## src/rtl/uart_pkg.sv

```systemverilog
// ---------------------------------------------------------------------------
// uart_pkg
// Shared definitions for the UART receive path:
//   uart_state_e        receiver FSM states (IDLE, START, DATA, PARITY, STOP)
//   PAR_EVEN / PAR_ODD  encodings of the PAR_TYP input
//   PRESCALE_8/16/32    legal oversampling ratios
//   legal_prescale()    maps any Prescale value onto a legal ratio (default 8)
// ---------------------------------------------------------------------------
package uart_pkg;

  typedef enum logic [2:0] {
    IDLE   = 3'd0,
    START  = 3'd1,
    DATA   = 3'd2,
    PARITY = 3'd3,
    STOP   = 3'd4
  } uart_state_e;

  localparam logic PAR_EVEN = 1'b0;
  localparam logic PAR_ODD  = 1'b1;

  localparam logic [5:0] PRESCALE_8  = 6'd8;
  localparam logic [5:0] PRESCALE_16 = 6'd16;
  localparam logic [5:0] PRESCALE_32 = 6'd32;

  // Unsupported ratios fall back to 8 so the edge counter always has a
  // sane terminal count.
  function automatic logic [5:0] legal_prescale(input logic [5:0] p);
    logic [5:0] r;
    case (p)
      PRESCALE_16: r = PRESCALE_16;
      PRESCALE_32: r = PRESCALE_32;
      default:     r = PRESCALE_8;
    endcase
    return r;
  endfunction

endpackage

```

## src/rtl/uart_rx_if.sv

```systemverilog
// ---------------------------------------------------------------------------
// uart_rx_if
// Signal bundle between the serial line / configuration source and the
// UART receiver.
//   RX_IN       serial line, idles high
//   Prescale    oversampling ratio request (8, 16, 32; others act as 8)
//   PAR_EN      parity bit present in frame
//   PAR_TYP     0 = even, 1 = odd
//   P_DATA      last good received byte
//   data_valid  one-cycle strobe: P_DATA is new
//   par_err     one-cycle strobe: parity mismatch
//   stp_err     one-cycle strobe: stop bit sampled 0
//   dbg_state   receiver FSM state, for observation only
// Handshake: data_valid/par_err/stp_err are pure one-cycle strobes with no
// ready; the consumer cannot stall the receiver and must take P_DATA in the
// strobe cycle or later (it is held until the next good frame).
// Modports: slave = receiver side, master = line/controller side.
// ---------------------------------------------------------------------------
interface uart_rx_if #(parameter int DATA_WIDTH = 8);
  import uart_pkg::*;

  logic                  RX_IN;
  logic [5:0]            Prescale;
  logic                  PAR_EN;
  logic                  PAR_TYP;
  logic [DATA_WIDTH-1:0] P_DATA;
  logic                  data_valid;
  logic                  par_err;
  logic                  stp_err;
  uart_state_e           dbg_state;

  modport slave (
    input  RX_IN, Prescale, PAR_EN, PAR_TYP,
    output P_DATA, data_valid, par_err, stp_err, dbg_state
  );

  modport master (
    output RX_IN, Prescale, PAR_EN, PAR_TYP,
    input  P_DATA, data_valid, par_err, stp_err, dbg_state
  );

endinterface

```

## src/rtl/uart_rx_sampler.sv

```systemverilog
// ---------------------------------------------------------------------------
// uart_rx_sampler
// Per-bit edge counter and 3-capture majority vote.
//   i_clk       UART oversampling clock
//   i_rst_n     synchronous active-low reset
//   i_rx        serial line
//   i_idle      receiver is in IDLE (counter parked, start detection)
//   i_prescale  latched legal oversampling ratio P
//   o_bit       majority of captures at edges P/2-1, P/2, P/2+1
//   o_bit_end   high in the last oversampling cycle of a bit (edge P-1)
// o_bit is stable from edge P/2+2 until the next bit's first capture.
// ---------------------------------------------------------------------------
module uart_rx_sampler (
  input  logic       i_clk,
  input  logic       i_rst_n,
  input  logic       i_rx,
  input  logic       i_idle,
  input  logic [5:0] i_prescale,
  output logic       o_bit,
  output logic       o_bit_end
);

  logic [5:0] r_edge_cnt;
  logic [2:0] r_cap;
  logic [5:0] w_half;
  logic [5:0] w_last;

  assign w_half = i_prescale >> 1;
  assign w_last = i_prescale - 6'd1;

  // In IDLE the cycle that sees the line low is edge 0 of the start bit,
  // so the counter continues from 1.
  always_ff @(posedge i_clk) begin
    if (!i_rst_n) begin
      r_edge_cnt <= 6'd0;
    end else if (i_idle) begin
      r_edge_cnt <= i_rx ? 6'd0 : 6'd1;
    end else if (r_edge_cnt == w_last) begin
      r_edge_cnt <= 6'd0;
    end else begin
      r_edge_cnt <= r_edge_cnt + 6'd1;
    end
  end

  always_ff @(posedge i_clk) begin
    if (!i_rst_n) begin
      r_cap <= 3'b000;
    end else begin
      if (r_edge_cnt == w_half - 6'd1) r_cap[0] <= i_rx;
      if (r_edge_cnt == w_half)        r_cap[1] <= i_rx;
      if (r_edge_cnt == w_half + 6'd1) r_cap[2] <= i_rx;
    end
  end

  assign o_bit     = (r_cap[0] & r_cap[1]) | (r_cap[0] & r_cap[2]) | (r_cap[1] & r_cap[2]);
  assign o_bit_end = !i_idle && (r_edge_cnt == w_last);

endmodule

```

## src/rtl/uart_rx.sv

```systemverilog
// ---------------------------------------------------------------------------
// uart_rx
// Oversampling UART receiver: start, DATA_WIDTH data bits LSB first,
// optional parity, one stop bit. Delivers one byte per good frame with a
// one-cycle data_valid strobe; bad frames raise par_err and/or stp_err.
//   CLK   UART oversampling clock
//   RST   synchronous active-low reset
//   bus   uart_rx_if.slave (RX_IN, Prescale, PAR_EN, PAR_TYP in;
//         P_DATA, data_valid, par_err, stp_err, dbg_state out)
// Build option: define UART_RX_PARITY_EN to include the PARITY state and
// the parity checker. Without it PAR_EN/PAR_TYP are ignored, every frame is
// DATA_WIDTH+2 bits and par_err is tied low.
// ---------------------------------------------------------------------------
module uart_rx
  import uart_pkg::*;
#(
  parameter int DATA_WIDTH = 8
) (
  input  logic     CLK,
  input  logic     RST,
  uart_rx_if.slave bus
);

  localparam int CW = (DATA_WIDTH > 1) ? $clog2(DATA_WIDTH) : 1;
  localparam logic [CW-1:0] LAST_BIT = CW'(DATA_WIDTH - 1);

  uart_state_e           r_state;
  uart_state_e           w_next;
  logic [CW-1:0]         r_bit_cnt;
  logic [DATA_WIDTH-1:0] r_shift;
  logic [DATA_WIDTH-1:0] r_pdata;
  logic [5:0]            r_prescale;
  logic                  r_dv;
  logic                  r_se;
  logic                  w_bit;
  logic                  w_bit_end;
  logic                  w_idle;
  logic                  w_start;
  logic                  w_frame_end;
  logic                  w_use_parity;
  logic                  w_par_bad;

  assign w_idle = (r_state == IDLE);

  uart_rx_sampler u_sampler (
    .i_clk      (CLK),
    .i_rst_n    (RST),
    .i_rx       (bus.RX_IN),
    .i_idle     (w_idle),
    .i_prescale (r_prescale),
    .o_bit      (w_bit),
    .o_bit_end  (w_bit_end)
  );

  // FSM state register
  always_ff @(posedge CLK) begin
    if (!RST) r_state <= IDLE;
    else      r_state <= w_next;
  end

  // FSM next state; w_frame_end marks the last cycle of the stop bit
  always_comb begin
    w_next      = r_state;
    w_start     = 1'b0;
    w_frame_end = 1'b0;
    case (r_state)
      IDLE: begin
        if (!bus.RX_IN) begin
          w_next  = START;
          w_start = 1'b1;
        end
      end
      START: begin
        // A start bit that votes high was a glitch: drop it silently.
        if (w_bit_end) w_next = w_bit ? IDLE : DATA;
      end
      DATA: begin
        if (w_bit_end && (r_bit_cnt == LAST_BIT)) w_next = w_use_parity ? PARITY : STOP;
      end
      PARITY: begin
        if (w_bit_end) w_next = STOP;
      end
      STOP: begin
        if (w_bit_end) begin
          w_next      = IDLE;
          w_frame_end = 1'b1;
        end
      end
      default: w_next = IDLE;
    endcase
  end

  // Datapath: configuration latch, shift register, frame-end outputs
  always_ff @(posedge CLK) begin
    if (!RST) begin
      r_prescale <= PRESCALE_8;
      r_bit_cnt  <= '0;
      r_shift    <= '0;
      r_pdata    <= '0;
      r_dv       <= 1'b0;
      r_se       <= 1'b0;
    end else begin
      if (w_start) r_prescale <= legal_prescale(bus.Prescale);
      if ((r_state == DATA) && w_bit_end) begin
        r_shift   <= {w_bit, r_shift[DATA_WIDTH-1:1]};
        r_bit_cnt <= (r_bit_cnt == LAST_BIT) ? '0 : r_bit_cnt + 1'b1;
      end
      // In STOP, w_bit at frame end is the voted stop bit.
      r_dv <= w_frame_end && w_bit && !w_par_bad;
      r_se <= w_frame_end && !w_bit;
      if (w_frame_end && w_bit && !w_par_bad) r_pdata <= r_shift;
    end
  end

`ifdef UART_RX_PARITY_EN
  logic r_par_en;
  logic r_par_typ;
  logic r_par_bad;
  logic r_pe;

  assign w_use_parity = r_par_en;
  assign w_par_bad    = r_par_bad;

  always_ff @(posedge CLK) begin
    if (!RST) begin
      r_par_en  <= 1'b0;
      r_par_typ <= PAR_EVEN;
      r_par_bad <= 1'b0;
      r_pe      <= 1'b0;
    end else begin
      if (w_start) begin
        r_par_en  <= bus.PAR_EN;
        r_par_typ <= bus.PAR_TYP;
        r_par_bad <= 1'b0;
      end else if ((r_state == PARITY) && w_bit_end) begin
        // Expected bit is XOR of data XOR PAR_TYP; any difference is an error.
        r_par_bad <= w_bit ^ (^r_shift) ^ r_par_typ;
      end
      r_pe <= w_frame_end && r_par_bad;
    end
  end

  assign bus.par_err = r_pe;
`else
  logic w_unused_par;

  assign w_use_parity = 1'b0;
  assign w_par_bad    = 1'b0;
  assign w_unused_par = ^{bus.PAR_EN, bus.PAR_TYP};
  assign bus.par_err  = 1'b0;
`endif

  assign bus.P_DATA     = r_pdata;
  assign bus.data_valid = r_dv;
  assign bus.stp_err    = r_se;
  assign bus.dbg_state  = r_state;

endmodule

```

## src/flat_wrapper.sv

```systemverilog
// flat-port wrapper written by rule: the top's interface ports become plain ports
module uart_rx_flat import uart_pkg::*;
#(
  parameter int DATA_WIDTH = 8
)
  (CLK, RST, bus_RX_IN, bus_Prescale, bus_PAR_EN, bus_PAR_TYP, bus_P_DATA, bus_data_valid, bus_par_err, bus_stp_err, bus_dbg_state);
  uart_rx_if #(.DATA_WIDTH(DATA_WIDTH)) bus_i ();
  input  logic CLK;
  input  logic RST;
  input wire logic [$bits(bus_i.RX_IN)-1:0] bus_RX_IN;
  input wire logic [$bits(bus_i.Prescale)-1:0] bus_Prescale;
  input wire logic [$bits(bus_i.PAR_EN)-1:0] bus_PAR_EN;
  input wire logic [$bits(bus_i.PAR_TYP)-1:0] bus_PAR_TYP;
  output wire logic [$bits(bus_i.P_DATA)-1:0] bus_P_DATA;
  output wire logic [$bits(bus_i.data_valid)-1:0] bus_data_valid;
  output wire logic [$bits(bus_i.par_err)-1:0] bus_par_err;
  output wire logic [$bits(bus_i.stp_err)-1:0] bus_stp_err;
  output wire logic [$bits(bus_i.dbg_state)-1:0] bus_dbg_state;
  assign bus_i.RX_IN = bus_RX_IN;
  assign bus_i.Prescale = bus_Prescale;
  assign bus_i.PAR_EN = bus_PAR_EN;
  assign bus_i.PAR_TYP = bus_PAR_TYP;
  assign bus_P_DATA = bus_i.P_DATA;
  assign bus_data_valid = bus_i.data_valid;
  assign bus_par_err = bus_i.par_err;
  assign bus_stp_err = bus_i.stp_err;
  assign bus_dbg_state = bus_i.dbg_state;
  uart_rx #(.DATA_WIDTH(DATA_WIDTH)) u_core (.CLK(CLK), .RST(RST), .bus(bus_i));
endmodule
```

## config.mk

```make
export PLATFORM = sky130hd
export DESIGN_NAME = uart_rx_flat
export DESIGN_NICKNAME = d
export VERILOG_FILES = /design/src/rtl/uart_pkg.sv /design/src/rtl/uart_rx_if.sv /design/src/rtl/uart_rx_sampler.sv /design/src/rtl/uart_rx.sv /design/src/flat_wrapper.sv
export SDC_FILE = /design/constraint.sdc
export NUM_CORES = 1
export LEC_CHECK = 0
export CORE_MARGIN = 3
export CORE_UTILIZATION = 49
export DETAILED_ROUTE_END_ITERATION = 10
export PLACE_DENSITY = 0.72
export SLEW_MARGIN = 30
export SYNTH_ARGS = -nofsm -noshare
export SYNTH_HDL_FRONTEND = slang
export SYNTH_HIERARCHICAL = 1
export SYNTH_SLANG_ARGS = --single-unit
```

## constraint.sdc

```tcl
create_clock -name CLK -period 2.07 [get_ports CLK]
set_input_delay 0.3105 -clock CLK [delete_from_list [all_inputs] [get_ports CLK]]
set_output_delay 0.3105 -clock CLK [all_outputs]
set_load 0.005 [all_outputs]
```

==> flow_summary.json, run 1 <==
{
  "path_buf_inv": 1,
  "hold_viol_final": 0,
  "core_area_um2": 3799,
  "htreeDepth": 2,
  "areaGrowthSynthToFinish_pct": 26.87,
  "clock_latency_ps": 280,
  "synth_area_per_cell_um2": 8.956,
  "hp-class": "reg2reg",
  "first_global_vias": 1482,
  "via_count": 1582,
  "final_core_util_pct": 66.40,
  "clkTransAtPathRegs_ps": 70,
  "antenna_found_initial": 0,
  "fmax_mhz": 516.8,
  "worst-path-max-fanout": 9,
  "antennaDiodeCount": 0,
  "synth_area_leaders": "dfxtp_1 36%, nand2_1 9.1%, mux2i_1 6.0%, xnor2_1 5.7%, ha_1 4.4%",
  "run_status": "complete, no violations",
  "die_w_um": 69.70,
  "ys_async_sr_fraction_pct": 0,
  "place_ws_ps": 14.80,
  "syn_area_um2": 1988,
  "leakagePower_uw": 0.0009375,
  "netlist_instances": 222,
  "ys_types": 48,
  "clock_sinks": 36,
  "yosys_warnings": 6,
  "overflow": 0,
  "drt_iter0_drc": 46,
  "postCtsSetupBuffers": 0,
  "holdBufCountCts": 0,
  "gp_congestion": 0.7560,
  "period_minus_slack_ps": 1935,
  "io_pins": 25,
  "fin_ws_ps": 135.0,
  "synth-edff-count": 0,
  "dp.cells": 311,
  "die-area_um2": 4858,
  "path_delay_family": "simple AND/OR/NAND/NOR gates",
  "cts_buffers": 5,
  "vias_per_cell": 4.944,
  "peakVddDrop_mv": 0.5566,
  "timing.final.max_slew_violations": 0,
  "drt-wirelength-per-cell_um": 11.75,
  "rows": 22,
  "clock_path_buffers": 2,
  "drt-pass1-iter-count": 4,
  "max_stage_delay_ps": 350,
  "postRouteAntennaNets": 0,
  "initial_utilization_pct": 52.34,
  "die_y_um": 69.70,
  "drc": 0,
  "crit_arrival_ps": 2150,
  "synthFlopType": "dfxtp_1",
  "port_buffers": 21,
  "synth_top_area_cell": "dfxtp_1",
  "grt_pass1_wl_mm": 6.741,
  "dp_hpwl_mm": 2.779,
  "final_nets": 289,
  "cts_tree": "done",
  "ys_seq_area_share_pct": 36.25,
  "yosys.area.top_type_share_pct": 36.25,
  "ys_seq_elements": 36,
  "grt.total_usage_pct": 17.04,
  "start_kind": "flop",
  "setup_viol": 0,
  "p_per_area_nw_per_um2": 565.2,
  "fin_skew_ps": 4.109,
  "drv_cap": 0,
  "fin_cells": 320,
  "wl_mm": 3.761,
  "critPathCaptureType": "flop",
  "crit_slowest_cell": "dfxtp_2",
  "path_cells": "nor3b_2 -> nand2_1 -> xnor2_1 -> nor4_2 -> buf_4 -> nand4bb_1 -> or3_1 -> a21boi_1",
  "critPathKind": "reg2reg",
  "clk_root_buffer_cell": "clkbuf_8",
  "setup_tns_ps": 0,
  "grt_start_max_net_pins": 34,
  "yosys-top-cells-count": "48 x nand2_1, 36 x dfxtp_1, 13 x xnor2_1",
  "synth_most_common_cell": "nand2_1",
  "rsz0062_at_grt": "true",
  "fin_crit_sh_pct": 93.48,
  "critPathRequiredTime_ps": 2280,
  "layout-drive-gt1-share_pct": 14.34
}
[kinds of logic after synthesis]
group / share of synthesized area, %
and+or+nand+nor: 26.37
DFF: 36.25
AOI/OAI and AO/OA: 10.01
xor gates and xnor gates: 10.64
buffers and inverters: 5.601
muxes: 6.042
adders and majority gates: 4.909
other: 0.1886
[layout by cell type, fill, tap and decap left out, types with 8 or more instances in the layout]
master	n
buf_4	16
nand2_1	48
conb_1	16
xor2_1	8
nor3_1	8
clkdlybuf4s50_1	21
mux2i_1	12
a21boi_0	11
dfxtp_1	32
xnor2_1	13
[power by group]
part           internal (uW)  switching, uW
clock network            357            232
logic                   67.7           63.5
registers                699           6.88
[through the flow]
step / instance area (um^2) / hold WS [ps] / power (uW)
3_3_place_gp: 2389 / 447.5 / 847.6
6_report: 2522 / 457.1 / 1426
4_1_cts: 2500 / 460.4 / 1440
2_1_floorplan: 2051 / 438.3 / 803.1
5_1_grt: 2522 / 475.2 / 1497
3_5_place_dp: 2389 / 448.1 / 848.0
[timing repair]
action / CTS / global route
gates cloned: 0 / 1
gates resized for setup: 1 / 5
setup endpoints to repair: 1 / 23
pin swaps: 0 / 0
[flip-flops by register name, summed over array words and instances, names as in the netlist]
register	cells
u_core/r_bit_cnt	3
u_core/u_sampler/r_cap	3
u_core/u_sampler/r_edge_cnt	6
u_core/bus.data_valid	1
u_core/bus.stp_err	1
u_core/bus.P_DATA	8
u_core/r_prescale	3
u_core/r_shift	8
u_core/bus.dbg_state	3
[per-layer routing]
metal | track usage, % | wire length, um
met3 | 3.043 | 74
met5 | 0 | 0
met1 | 22.48 | 1828
met4 | 7.660 | 72
met2 | 27.12 | 1785
[tightest hold or removal path: stages, from the launching register on]
cell and delay [ps]:
dfxtp_1 310, nand2_1 50, mux2i_1 50
[worst paths after layout]
kind | from | end | slack (ps) | cells past startpoint
setup / recovery | u_core/r_prescale[3] | u_core/r_bit_cnt[0] | 130 | 8
hold / removal | u_core/bus.P_DATA[1] | u_core/bus.P_DATA[1] | 460 | 2
setup reg to reg | u_core/r_prescale[3] | u_core/r_bit_cnt[0] | 130 | 8
hold reg to reg | u_core/bus.P_DATA[1] | u_core/bus.P_DATA[1] | 460 | 2
[area by class of cell]
cell class                      instances  area [um^2]
Sequential cell                        36        725.7
Inverter                                5        18.77
Tap cell                               48        60.06
Multi-Input combinational cell        184         1240
Clock buffer                            6        72.57
Clock inverter                          2        35.03
Timing Repair Buffer                   39        370.4
Fill cell                             330         1276
(Power assumes the default switching activity.)
==> run 2, diff against run 1 <==
GPL_TIMING_DRIVEN = 0   (was default)
SETUP_SLACK_MARGIN = 0.2   (was default)
==> flow_summary.json, run 2 (synthesis gave the netlist of run 1 again) <==
{
  "antennaDiodeCount": 0,
  "hp-class": "reg2reg",
  "combPwrFrac_pct": 10.1,
  "wl_mm": 4.122,
  "holdBufCountCts": 0,
  "io_pins": 25,
  "hold_viol_final": 0,
  "p_per_area_nw_per_um2": 503.0,
  "drt_iter0_drc": 43,
  "core_area_um2": 3799,
  "final_cell_mix": "44 x nand2_1, 34 x dfxtp_1, 21 x clkdlybuf4s50_1",
  "layout-drive-gt1-share_pct": 20.50,
  "drc": 0,
  "cts_tree": "done",
  "vias_per_cell": 5.067,
  "leakagePower_uw": 0.0009872,
  "antenna_found_initial": 0,
  "clk_root_buffer_cell": "clkbuf_8",
  "via_count": 1652,
  "areaGrowthSynthToFinish_pct": 31.91,
  "final_common_cell": "nand2_1",
  "critPathKind": "reg2reg",
  "run_status": "complete, no violations",
  "clock_latency_ps": 280,
  "fin_crit_sh_pct": 97.95,
  "clock_path_buffers": 2,
  "slew_headroom_pct": 55.16,
  "clkTransAtPathRegs_ps": 70,
  "critPathCaptureType": "flop",
  "grt_start_max_net_pins": 12,
  "start_kind": "flop",
  "crit_arrival_ps": 2240,
  "clock_sinks": 36,
  "p_clk_share_pct": 36.1,
  "place_ws_ps": -69.99,
  "die-area_um2": 4858,
  "drt-pass1-iter-count": 4,
  "port_buffers": 21,
  "htreeDepth": 2,
  "initial_utilization_pct": 52.34,
  "power.total_uw": 1319,
  "grt_pass1_wl_mm": 6.637,
  "die_y_um": 69.70,
  "fmax_mhz": 493.2,
  "overflow": 0,
  "fillCellCount": 304,
  "grt.total_usage_pct": 16.60,
  "final_nets": 295,
  "gp_congestion": 0.7652,
  "multi_input_area_um2": 1330,
  "rsz0062_at_grt": "true",
  "dp_hpwl_mm": 2.778,
  "postRouteAntennaNets": 0,
  "hold_slack_ps": 464.2,
  "final_core_util_pct": 69.04,
  "drv_cap": 0,
  "drt-wirelength-per-cell_um": 12.64,
  "timing.final.max_slew_violations": 0,
  "pwr-share-seq_pct": 53.8,
  "period_minus_slack_ps": 2027,
  "fin_ws_ps": 42.52,
  "regArea_um2": 723.2,
  "worst-path-max-fanout": 6,
  "die_w_um": 69.70,
  "rows": 22,
  "p_switching_uw": 313.0,
  "fin_skew_ps": 9.257,
  "p_int_uw": 1006,
  "cts_buffers": 5,
  "peakVddDrop_mv": 0.2871,
  "setup_viol": 0,
  "tightest_slew_ps": 667.5,
  "critPathRequiredTime_ps": 2280,
  "first_global_vias": 1444,
  "p_sw_share_pct": 23.72
}
-- run 2: changes by cell type in the layout (fill, tap and decap cells not counted), moves of 3 or more --
cell	delta
a21boi_0	-11
a21boi_1	+7
buf_6	+7
a21boi_2	+4
buf_4	-4
nand2_1	-4
nand2_2	+4
xnor2_1	-4
xnor2_2	+4
clkbuf_1	+3
-- run 2: power groups by stage --
stage	clock network (uW)	logic, uW	registers [uW]
after floorplan	0	83.2	723
after global placement	0	118	725
after detailed placement	0	119	725
after CTS	487	121	709
after global routing	515	146	710
final	476	133	709
-- run 2: worst max-delay path, cell delays in order (launching register included) --
cell and delay [ps]:
dfxtp_2 320, buf_6 140, xnor2_2 140, nor4_2 240
a21oi_2 90, nor4_4 370, nand4bb_1 200, or3_1 340
a21boi_1 120
-- run 2: path summary, 6_finish.rpt --
check	startpoint	to	slack (ps)	depth (start not counted)
setup / recovery	u_core/r_prescale[4]	u_core/r_bit_cnt[0]	40	8
hold / removal	u_core/bus.P_DATA[3]	u_core/bus.P_DATA[3]	460	2
setup reg to reg	u_core/r_prescale[4]	u_core/r_bit_cnt[0]	40	8
hold reg to reg	u_core/bus.P_DATA[3]	u_core/bus.P_DATA[3]	460	2
-- run 2: metrics by stage --
step / cell area, um^2 / cells / setup TNS, ps
2_1_floorplan: 2082 / 237 / 0
3_3_place_gp: 2352 / 306 / -474.8
3_5_place_dp: 2352 / 306 / -650.1
4_1_cts: 2505 / 321 / 0
5_1_grt: 2623 / 326 / -751.4
6_report: 2623 / 326 / 0
-- run 2: final cells by class --
class                           count  share of cell area [%]
Sequential cell                    36                   27.58
Multi-Input combinational cell    183                   50.72
Clock inverter                      1                  0.3340
Tap cell                           48                   2.290
Timing Repair Buffer               33                   11.74
Clock buffer                        7                   2.910
Buffer                             13                   3.721
Inverter                            5                  0.7156
-- run 2: repair_timing --
action                                  in CTS  in global routing
pin swaps                                    4                  8
gates resized for setup                     11                 22
gates cloned                                 1                  0
endpoints found under the setup margin      25                 35
buffers inserted                             6                  5
-- run 2: layer usage --
layer,share of wire (%),global-route usage (%),vias up
met5,0,0,-
li1,-,-,861
met4,0.92,5.106,0
met2,44,23.52,24
met1,52,25.00,762
met3,3.1,3.478,5
